### config.mk
export PLATFORM = sky130hd
export DESIGN_NAME = fetch_pc_unit
export DESIGN_NICKNAME = d
export VERILOG_FILES = /design/src/rtl/fetch_pc_unit.sv
export SDC_FILE = /design/constraint.sdc
export NUM_CORES = 1
export LEC_CHECK = 0
export CAP_MARGIN = 5
export CORE_UTILIZATION = 46
export CTS_CLUSTER_SIZE = 24
export DETAILED_ROUTE_END_ITERATION = 12
export GPL_TIMING_DRIVEN = 0
export PLACE_DENSITY = 0.85
export SLEW_MARGIN = 40
export SYNTH_ARGS = -nofsm -noshare
export SYNTH_HDL_FRONTEND = slang
export SYNTH_SLANG_ARGS = --single-unit
### constraint.sdc
create_clock -name clk -period 3.65 [get_ports clk]
set_input_delay 0.365 -clock clk [delete_from_list [all_inputs] [get_ports clk]]
set_output_delay 0.365 -clock clk [all_outputs]
set_load 0.1 [all_outputs]
### src/rtl/fetch_pc_unit.sv
// fetch_pc_unit: program counter and instruction-fetch stage.
// Holds the architectural PC, issues one word-addressed fetch per
// instruction, presents the instruction with pc_0/pc_1 to decode and loads
// pc_next_i (branch unit result) when decode accepts the instruction.
// Loop per instruction: REQ -> WAIT (until imem_valid_i) -> HOLD (until !stall_i).
// Optional feature macro: FETCH_TIMEOUT_EN -- lost-fetch timeout in WAIT,
// sets sticky fetch_err_o and reissues the same PC.
module fetch_pc_unit #(
  parameter int              PC_W           = 64,
  parameter int              INSTR_W        = 32,
  parameter logic [PC_W-1:0] RESET_PC       = '0,
  parameter int              TIMEOUT_CYCLES = 255
) (
  input  logic               clk,
  input  logic               rst_n,
  input  logic [PC_W-1:0]    pc_next_i,
  input  logic               stall_i,
  output logic               imem_req_o,
  output logic [PC_W-1:0]    imem_addr_o,
  input  logic               imem_valid_i,
  input  logic [INSTR_W-1:0] imem_rdata_i,
  output logic [INSTR_W-1:0] instr_o,
  output logic               instr_valid_o,
  output logic [PC_W-1:0]    pc_0,
  output logic [PC_W-1:0]    pc_1,
  output logic               fetch_err_o
);

  localparam logic [1:0] S_REQ  = 2'd0;
  localparam logic [1:0] S_WAIT = 2'd1;
  localparam logic [1:0] S_HOLD = 2'd2;

  logic [1:0]         r_state;
  logic [1:0]         w_state_nxt;
  logic [PC_W-1:0]    r_pc;
  logic [INSTR_W-1:0] r_instr;
  logic               r_instr_valid;
  logic [PC_W-1:0]    r_pc_0;
  logic [PC_W-1:0]    r_pc_1;
  logic               w_capture;
  logic               w_accept;
  logic               w_tmo_hit;

`ifdef FETCH_TIMEOUT_EN
  localparam int CNT_W = (TIMEOUT_CYCLES < 2) ? 1 : $clog2(TIMEOUT_CYCLES + 1);

  logic [CNT_W-1:0] r_tmo_cnt;
  logic             r_fetch_err;

  // The counter reaches TIMEOUT_CYCLES on this silent WAIT cycle.
  assign w_tmo_hit = (r_tmo_cnt == CNT_W'(TIMEOUT_CYCLES - 1));

  // Timeout counter and sticky lost-fetch flag; the counter is held at zero
  // outside WAIT so it always starts from zero on entry to WAIT.
  always_ff @(posedge clk or negedge rst_n) begin
    if (!rst_n) begin
      r_tmo_cnt   <= '0;
      r_fetch_err <= 1'b0;
    end else if (r_state != S_WAIT) begin
      r_tmo_cnt <= '0;
    end else if (!imem_valid_i) begin
      if (w_tmo_hit) begin
        r_tmo_cnt   <= '0;
        r_fetch_err <= 1'b1;
      end else begin
        r_tmo_cnt <= r_tmo_cnt + CNT_W'(1);
      end
    end
  end

  assign fetch_err_o = r_fetch_err;
`else
  assign w_tmo_hit   = 1'b0;
  assign fetch_err_o = 1'b0;
`endif

  // Next-state decode and datapath enables. A response in WAIT takes
  // priority over a timeout in the same cycle.
  always_comb begin
    // NOTE: every output of this block gets a default first so no path
    // leaves one unassigned, which would otherwise infer a latch.
    w_state_nxt = r_state;
    w_capture   = 1'b0;
    w_accept    = 1'b0;
    case (r_state)
      S_REQ:  w_state_nxt = S_WAIT;
      S_WAIT: begin
        if (imem_valid_i) begin
          w_capture   = 1'b1;
          w_state_nxt = S_HOLD;
        end else if (w_tmo_hit) begin
          w_state_nxt = S_REQ;
        end
      end
      S_HOLD: begin
        if (!stall_i) begin
          w_accept    = 1'b1;
          w_state_nxt = S_REQ;
        end
      end
      default: w_state_nxt = S_REQ;
    endcase
  end

  // State, PC and the registers presented to decode.
  always_ff @(posedge clk or negedge rst_n) begin
    if (!rst_n) begin
      r_state       <= S_REQ;
      r_pc          <= RESET_PC;
      r_instr       <= '0;
      r_instr_valid <= 1'b0;
      r_pc_0        <= '0;
      r_pc_1        <= '0;
    end else begin
      // NOTE: sequential state uses non-blocking assignments so every
      // register samples pre-edge values regardless of statement order.
      r_state <= w_state_nxt;
      if (w_capture) begin
        r_instr       <= imem_rdata_i;
        r_pc_0        <= r_pc;
        r_pc_1        <= r_pc + PC_W'(1);
        r_instr_valid <= 1'b1;
      end
      if (w_accept) begin
        r_pc          <= pc_next_i;
        r_instr_valid <= 1'b0;
      end
    end
  end

  assign imem_req_o    = (r_state == S_REQ);
  assign imem_addr_o   = r_pc;
  assign instr_o       = r_instr;
  assign instr_valid_o = r_instr_valid;
  assign pc_0          = r_pc_0;
  assign pc_1          = r_pc_1;

endmodule
Word level (Yosys, flattened, before mapping)
Index checks and enable logic that the tools add are counted.

Add/sub/neg operators: 1. Equal/unequal tests: 4. Multiplexer cells: 9. Reduce and logical (&&, ||, !) cells: 3.

Operator list (count): $add 64x1->64 const B (1); $mux 1 (6); $pmux 2 s3 (1); $mux 2 (2); $ne 2x2->1 const B (2); $eq 2x1->1 const B (1); $eq 2x2->1 const B (1); $logic_not 2->1 (1); $reduce_and 2->1 (1); $reduce_bool 2->1 (1).

Bits in registers: 227. Input port bits: 100. Output and inout port bits: 227. Word-level logic and storage cells: 23.

Depth between registers and ports, before layout
Gate-level depths: netlist of run 1.

Word-level depth: 4. Gate-level depth with buffers: 8. Gate-level depth less buffers: 6.

Least setup slack after synthesis of run 1
Ideal clock, no wire load.

Path kind: register -> register. Start: register r_pc[0] (netlist: imem_addr_o[0]). End: register r_pc_1[52] (netlist: pc_1[52]). Arrival: 3.195 ns. Required time: 3.568 ns. Slack: 0.373 ns. Cell stages (with the launch flop): 8. Cells stage by stage: dfrtp_1 > ha_1 > nand4_1 > or4_1 > clkbuf_1 > or4_1 > or3_1 > a31oi_1.

Word-level cells in the longest chain between the ends: 1.

RTL lines: from (decl) (RTL line 35) `logic [PC_W-1:0] r_pc;`; from (signal assigned) (RTL line 125) `r_pc <= pc_next_i;`; $add 64x1->64 (RTL line 121) `r_pc_1 <= r_pc + PC_W'(1);`; to (signal assigned) (RTL line 121); to (decl) (RTL line 39) `logic [PC_W-1:0] r_pc_1;`.

Every way passes these cells. A chain may end at the register's enable or synchronous reset.

Final worst setup path of run 1
Same ends and word-level chain as after synthesis.

==> impl_metrics.toml, run 1 <==
[logic_synthesis]
yosysWarningCount = 0
synthTopCellsByArea = "dfrtp_1 58%, nand2_1 13%, mux2_2 6.9%"
syn_avg_cell_area_sq_um = 9.80
synth_most_common_cell = "nand2_1"
synth-edff-count = 0
synth_fp_nets = 1102
syn_inst = 1001
yosysSeqAreaShare_pct = 57.9
synth_commonest_cells = "352 x nand2_1, 227 x dfrtp_1, 65 x o21ai_0, 60 x mux2_2, 54 x clkbuf_1"
ys_types = 37
synth_area_leader_cell = "dfrtp_1"
syn-cell-area_sq_mm = 0.00981
synth_top_area_share_pct = 57.9
synth.ff_latch_count = 227
async_flop_share_pct = 100
synthFlopType = "dfrtp_1"

[drt]
vias_per_cell = 5.31
wl_um = 30400
drt_iter0_drc = 562
wire_per_inst_um = 18.4
route.detailed.drc = 0
vias = 8770
antenna_left = 0
drtPass1Iterations = 8

[clock_tree]
clkTransAtPathRegs_ns = 0.06
cts_tree = "built"
cts_buffers = 25
clockBufferDepth = 3
cts_setup_buffers = 0
insertion_delay_ns = 0.52
holdBufCountCts = 1
cts_max_level = 1
cts-resized-gates = 0
cts-root-buf = "clkbuf_16"
cts.sinks = 227

[global_routing]
grt_overflow = 0
grt_pass1_vias = 8472
grt_max_degree = 77
grt.total_usage_pct = 27.8
antenna_found_initial = 0
grt_pass1_wl_um = 47400

[sta]
final_max_slew_viol_count = 0
slew_headroom_pct = 48.3
setup_viol = 0
skew_ns = 0.0198
post-route-period-util_pct = 84.8
rsz0062_at_grt = "false"
worst_pin_slew_ns = 0.776
max_clock_freq_mhz = 323
hold_viol_final = 0
period_needed_ns = 3.10

[floorplan]
die-area_sq_mm = 0.0219
die_h_um = 148
io-pin-count = 327
num_rows = 53
start_util_pct = 46.8
design.core.area_sq_mm = 0.0210
dieWidth_um = 148

[layout]
fin_util_pct = 63.0
antenna_cells = 0
drive_gt1_share_pct = 24.9
fin_nets = 1459
area_growth_pct = 34.5

[flow_run]
max-cap-violations = 0

[setup_path]
cp_slowest_cell = "or4_1"
path_buf_inv = 1
critPathCaptureType = "register"
cp.arrival_ns = 3.54
path_cells = "ha_1 > nand4_1 > or4_1 > clkbuf_1 > or4_1 > or3_1 > a31oi_1"
critPathRequiredTime_ns = 4.10
max_stage_delay_ns = 0.61
critPathTopFamily = "simple AND/OR/NAND/NOR gates"
crit_type = "reg2reg"
path_max_fanout = 10
crit_top_cell = "or4_1"
startpoint_type = "register"

[status]
status = "finished clean"

[hold_path]
holdCritPathClass = "in2async"

[placement]
routabilityCongestion = 0.803
io_buffers = 325
hpwl_um = 22400
## worst paths after layout
check | depth (start not counted) | startpoint | slack [ns] | to
worst max-delay path | 7 | imem_addr_o[0] | 0.55 | pc_1[52]
worst min-delay path | 2 | rst_n | 0.30 | instr_o[25]
worst max register to register | 7 | imem_addr_o[0] | 0.55 | pc_1[52]
worst min register to register | 2 | pc_0[51] | 0.47 | pc_0[51]
max in group asynchronous | 4 | rst_n | 2.42 | pc_1[6]
min in group clk | 3 | imem_rdata_i[31] | 0.39 | instr_o[31]
## state kept, by name, summed over array words and instances (netlist names)
register and cells:
pc_0 64, r_state 2, imem_addr_o 64, instr_o 32
pc_1 64, instr_valid_o 1
## through the flow
step | area (sq um) | TNS (ns) | hold WS (ns) | instances | setup WS (ns)
after global placement | 13400 | -1661.42 | 0.456 | 1601 | -7.34
after floorplan | 9810 | 0 | 0.0694 | 1001 | 0.373
final | 13200 | 0 | 0.300 | 1652 | 0.555
after CTS | 13200 | 0 | 0.305 | 1652 | 0.546
after detailed placement | 12400 | 0 | 0.253 | 1605 | 0.567
after global routing | 13200 | 0 | 0.319 | 1652 | 0.353
## cells in the final DEF, fill, tap and decap left out, drive strengths merged, types with 10 or more instances in the layout
cell,instances
nor3,14
nand4,23
clkbuf,97
nor4,16
xnor2,33
clkdlybuf4s50,98
o21ai,65
nor2,16
xor2,14
mux2,63
nand2,352
nand3,30
dfrtp,227
and3,12
and4,10
buf,241
## layer usage
| metal | share of wire (%) | GRT usage, % | routed length (um) |
|---|---|---|---|
| met2 | 48 | 47.2 | 14700 |
| met3 | 7.8 | 5.92 | 2380 |
| met4 | 2.8 | 8.45 | 841 |
| met5 | 0 | 0 | 0 |
| met1 | 41 | 35.6 | 12500 |
## cell type report
| type | count | area [sq um] |
|---|---|---|
| Sequential cell | 227 | 5680 |
| Buffer | 65 | 265 |
| Inverter | 6 | 22.5 |
| Tap cell | 275 | 344 |
| Clock inverter | 4 | 27.5 |
| Timing Repair Buffer | 330 | 2230 |
| Fill cell | 1751 | 7760 |
| Clock buffer | 42 | 769 |
| Multi-Input combinational cell | 703 | 3860 |
## kinds of logic (layout without fill, tap and decap cells)
kind of cell | count (synthesis) | count (layout) | share of synthesized area [%]
DFF | 227 | 227 | 57.9
muxes | 67 | 67 | 7.64
other | 1 | 1 | 0.0382
AOI/OAI and AO/OA | 83 | 83 | 4.46
buffers and inverters | 71 | 447 | 2.91
adders and majority gates | 1 | 1 | 0.127
xor gates and xnor gates | 47 | 47 | 4.19
and+or+nand+nor | 504 | 504 | 22.7
Power of run 1 is not shown: default switching activity piles up to over one toggle a cycle in this logic, so the estimate is an artifact.
==> run 2, diff against run 1 <==
--- a/config.mk
+++ b/config.mk
@@ -6,11 +6,11 @@
 export NUM_CORES = 1
 export LEC_CHECK = 0
 export CAP_MARGIN = 5
-export CORE_UTILIZATION = 46
+export CORE_UTILIZATION = 42
 export CTS_CLUSTER_SIZE = 24
 export DETAILED_ROUTE_END_ITERATION = 12
 export GPL_TIMING_DRIVEN = 0
-export PLACE_DENSITY = 0.85
+export PLACE_DENSITY = 0.82
 export SLEW_MARGIN = 40
 export SYNTH_ARGS = -nofsm -noshare
 export SYNTH_HDL_FRONTEND = slang
==> constraint.sdc (replaced) <==
create_clock -name clk -period 2.8 [get_ports clk]
set_input_delay 0.28 -clock clk [delete_from_list [all_inputs] [get_ports clk]]
set_output_delay 0.28 -clock clk [all_outputs]
set_load 0.1 [all_outputs]
==> run 2 against run 1 <==
Die area up 9.4%. Maximum frequency increased by 13%. Hold slack lost 0.093 ns. Highest routed layer unchanged. Via count down 0.70%.
==> impl_metrics.toml, run 2 (synthesis results as in run 1) <==
[clock_tree]
cts_tree = "built"
cts_max_level = 1
cts-root-buf = "clkbuf_16"
insertion_delay_ns = 0.54
cts.sinks = 227
clockBufferDepth = 3
clkTransAtPathRegs_ns = 0.06
cts_buffers = 26

[setup_path]
cp.arrival_ns = 3.19
critPathCaptureType = "register"
startpoint_type = "register"
r2r-end = "pc_1[62]"
r2r_setup_slack_ns = 0.07
path_max_fanout = 10
rr_worst_depth = 6
crit_type = "reg2reg"
r2r_start = "imem_addr_o[10]"
critPathRequiredTime_ns = 3.25

[floorplan]
start_util_pct = 43.1
dieWidth_um = 155
die-area_sq_mm = 0.0240
design.core.area_sq_mm = 0.0228
io-pin-count = 327
die_h_um = 155
num_rows = 55

[global_routing]
grt.total_usage_pct = 26.5
antenna_found_initial = 0
grt_overflow = 0
grt_max_degree = 68
grt_pass1_vias = 8841
grt_pass1_wl_um = 49500

[drt]
antenna_left = 0
wl_um = 31600
vias_per_cell = 5.16
wire_per_inst_um = 18.7
route.detailed.drc = 0
drt_iter0_drc = 495
drtPass1Iterations = 5
vias = 8709

[layout]
layout_commonest_cell = "nand2_1"
fin_nets = 1455
mostFrequentLayoutCells = "352 x nand2_1, 227 x buf_2, 188 x dfrtp_1"
area_growth_pct = 36.7
drive_gt1_share_pct = 28.5
fin_util_pct = 58.9
antenna_cells = 0

[sta]
slew_headroom_pct = 46.1
post-route-period-util_pct = 97.6
tns_ns = 0
setup_viol = 0
skew_ns = 0.0252
hold_viol_final = 0
worst_pin_slew_ns = 0.808
max_clock_freq_mhz = 366
period_needed_ns = 2.73
rsz0062_at_grt = "true"
final_max_slew_viol_count = 0

[placement]
io_buffers = 325
hpwl_um = 23300
routabilityCongestion = 0.820

[flow_run]
max-cap-violations = 0

[hold_path]
holdCritPathClass = "in2async"

[status]
status = "finished clean"
[run 2: changes by cell type in the layout (fill, tap and decap cells not counted), sizes merged]
cell,delta
inv,-1
clkinv,+2
clkinvlp,+2
clkbuf,-8
bufinv,+2
[run 2: worst max-delay path by stage]
stage	cells past startpoint	from	slack, ns	endpoint
after detailed placement	7	imem_addr_o[0]	-0.18	pc_1[52]
after global routing	7	imem_addr_o[10]	-0.005	pc_1[55]
after global placement	1	rst_n	-9.75	imem_addr_o[0]
after CTS	8	imem_addr_o[12]	0.001	pc_1[55]
final	6	imem_addr_o[10]	0.07	pc_1[62]
after floorplan	7	imem_addr_o[20]	0.003	pc_1[52]
[run 2: area by class of cell]
| class | instances | area (sq um) |
|---|---|---|
| buffer | 57 | 236 |
| inverter | 6 | 22.5 |
| tap | 313 | 392 |
| fill | 1991 | 9370 |
| clock inverter | 9 | 111 |
| multi-input combinational | 703 | 3880 |
| timing repair buffer | 333 | 2250 |
| clock buffer | 39 | 769 |
| sequential | 227 | 5750 |
[run 2: what timing repair did]
action / in CTS / in global routing
endpoints found under the hold margin: 64 / 0
resized for setup: 1 / 6
pin swaps: 2 / 1
hold buffers: 1 / 0
setup endpoints to repair: 12 / 10
buffers inserted: 3 / 0
[run 2: per-stage QoR]
step | cells | cell area (sq um) | setup slack [ns] | hold WS [ns]
floorplan | 1001 | 9890 | 0.00340 | -0.0156
global placement | 1639 | 13500 | -9.75 | 0.456
detailed placement | 1643 | 12500 | -0.176 | 0.185
CTS | 1692 | 13400 | 0.00140 | 0.203
global route | 1687 | 13400 | -0.00509 | 0.232
finish | 1687 | 13400 | 0.0662 | 0.207
[run 2: worst max-delay path: stages, from the launching register on]
cell	delay, ns
dfrtp_2	0.44
nand4_1	0.22
or4_1	0.80
or4_1	0.56
clkbuf_1	0.22
mux2_1	0.35
nand3_1	0.08
[run 2: per-layer routing]
metal	track usage, %	up-vias	wire length (um)
met5	0	-	0
met4	7.50	0	837
met3	6.96	57	2490
met2	46.5	325	15500
met1	32.1	4254	12700
li1	-	4073	-
Power of run 2 is left out for the same reason.
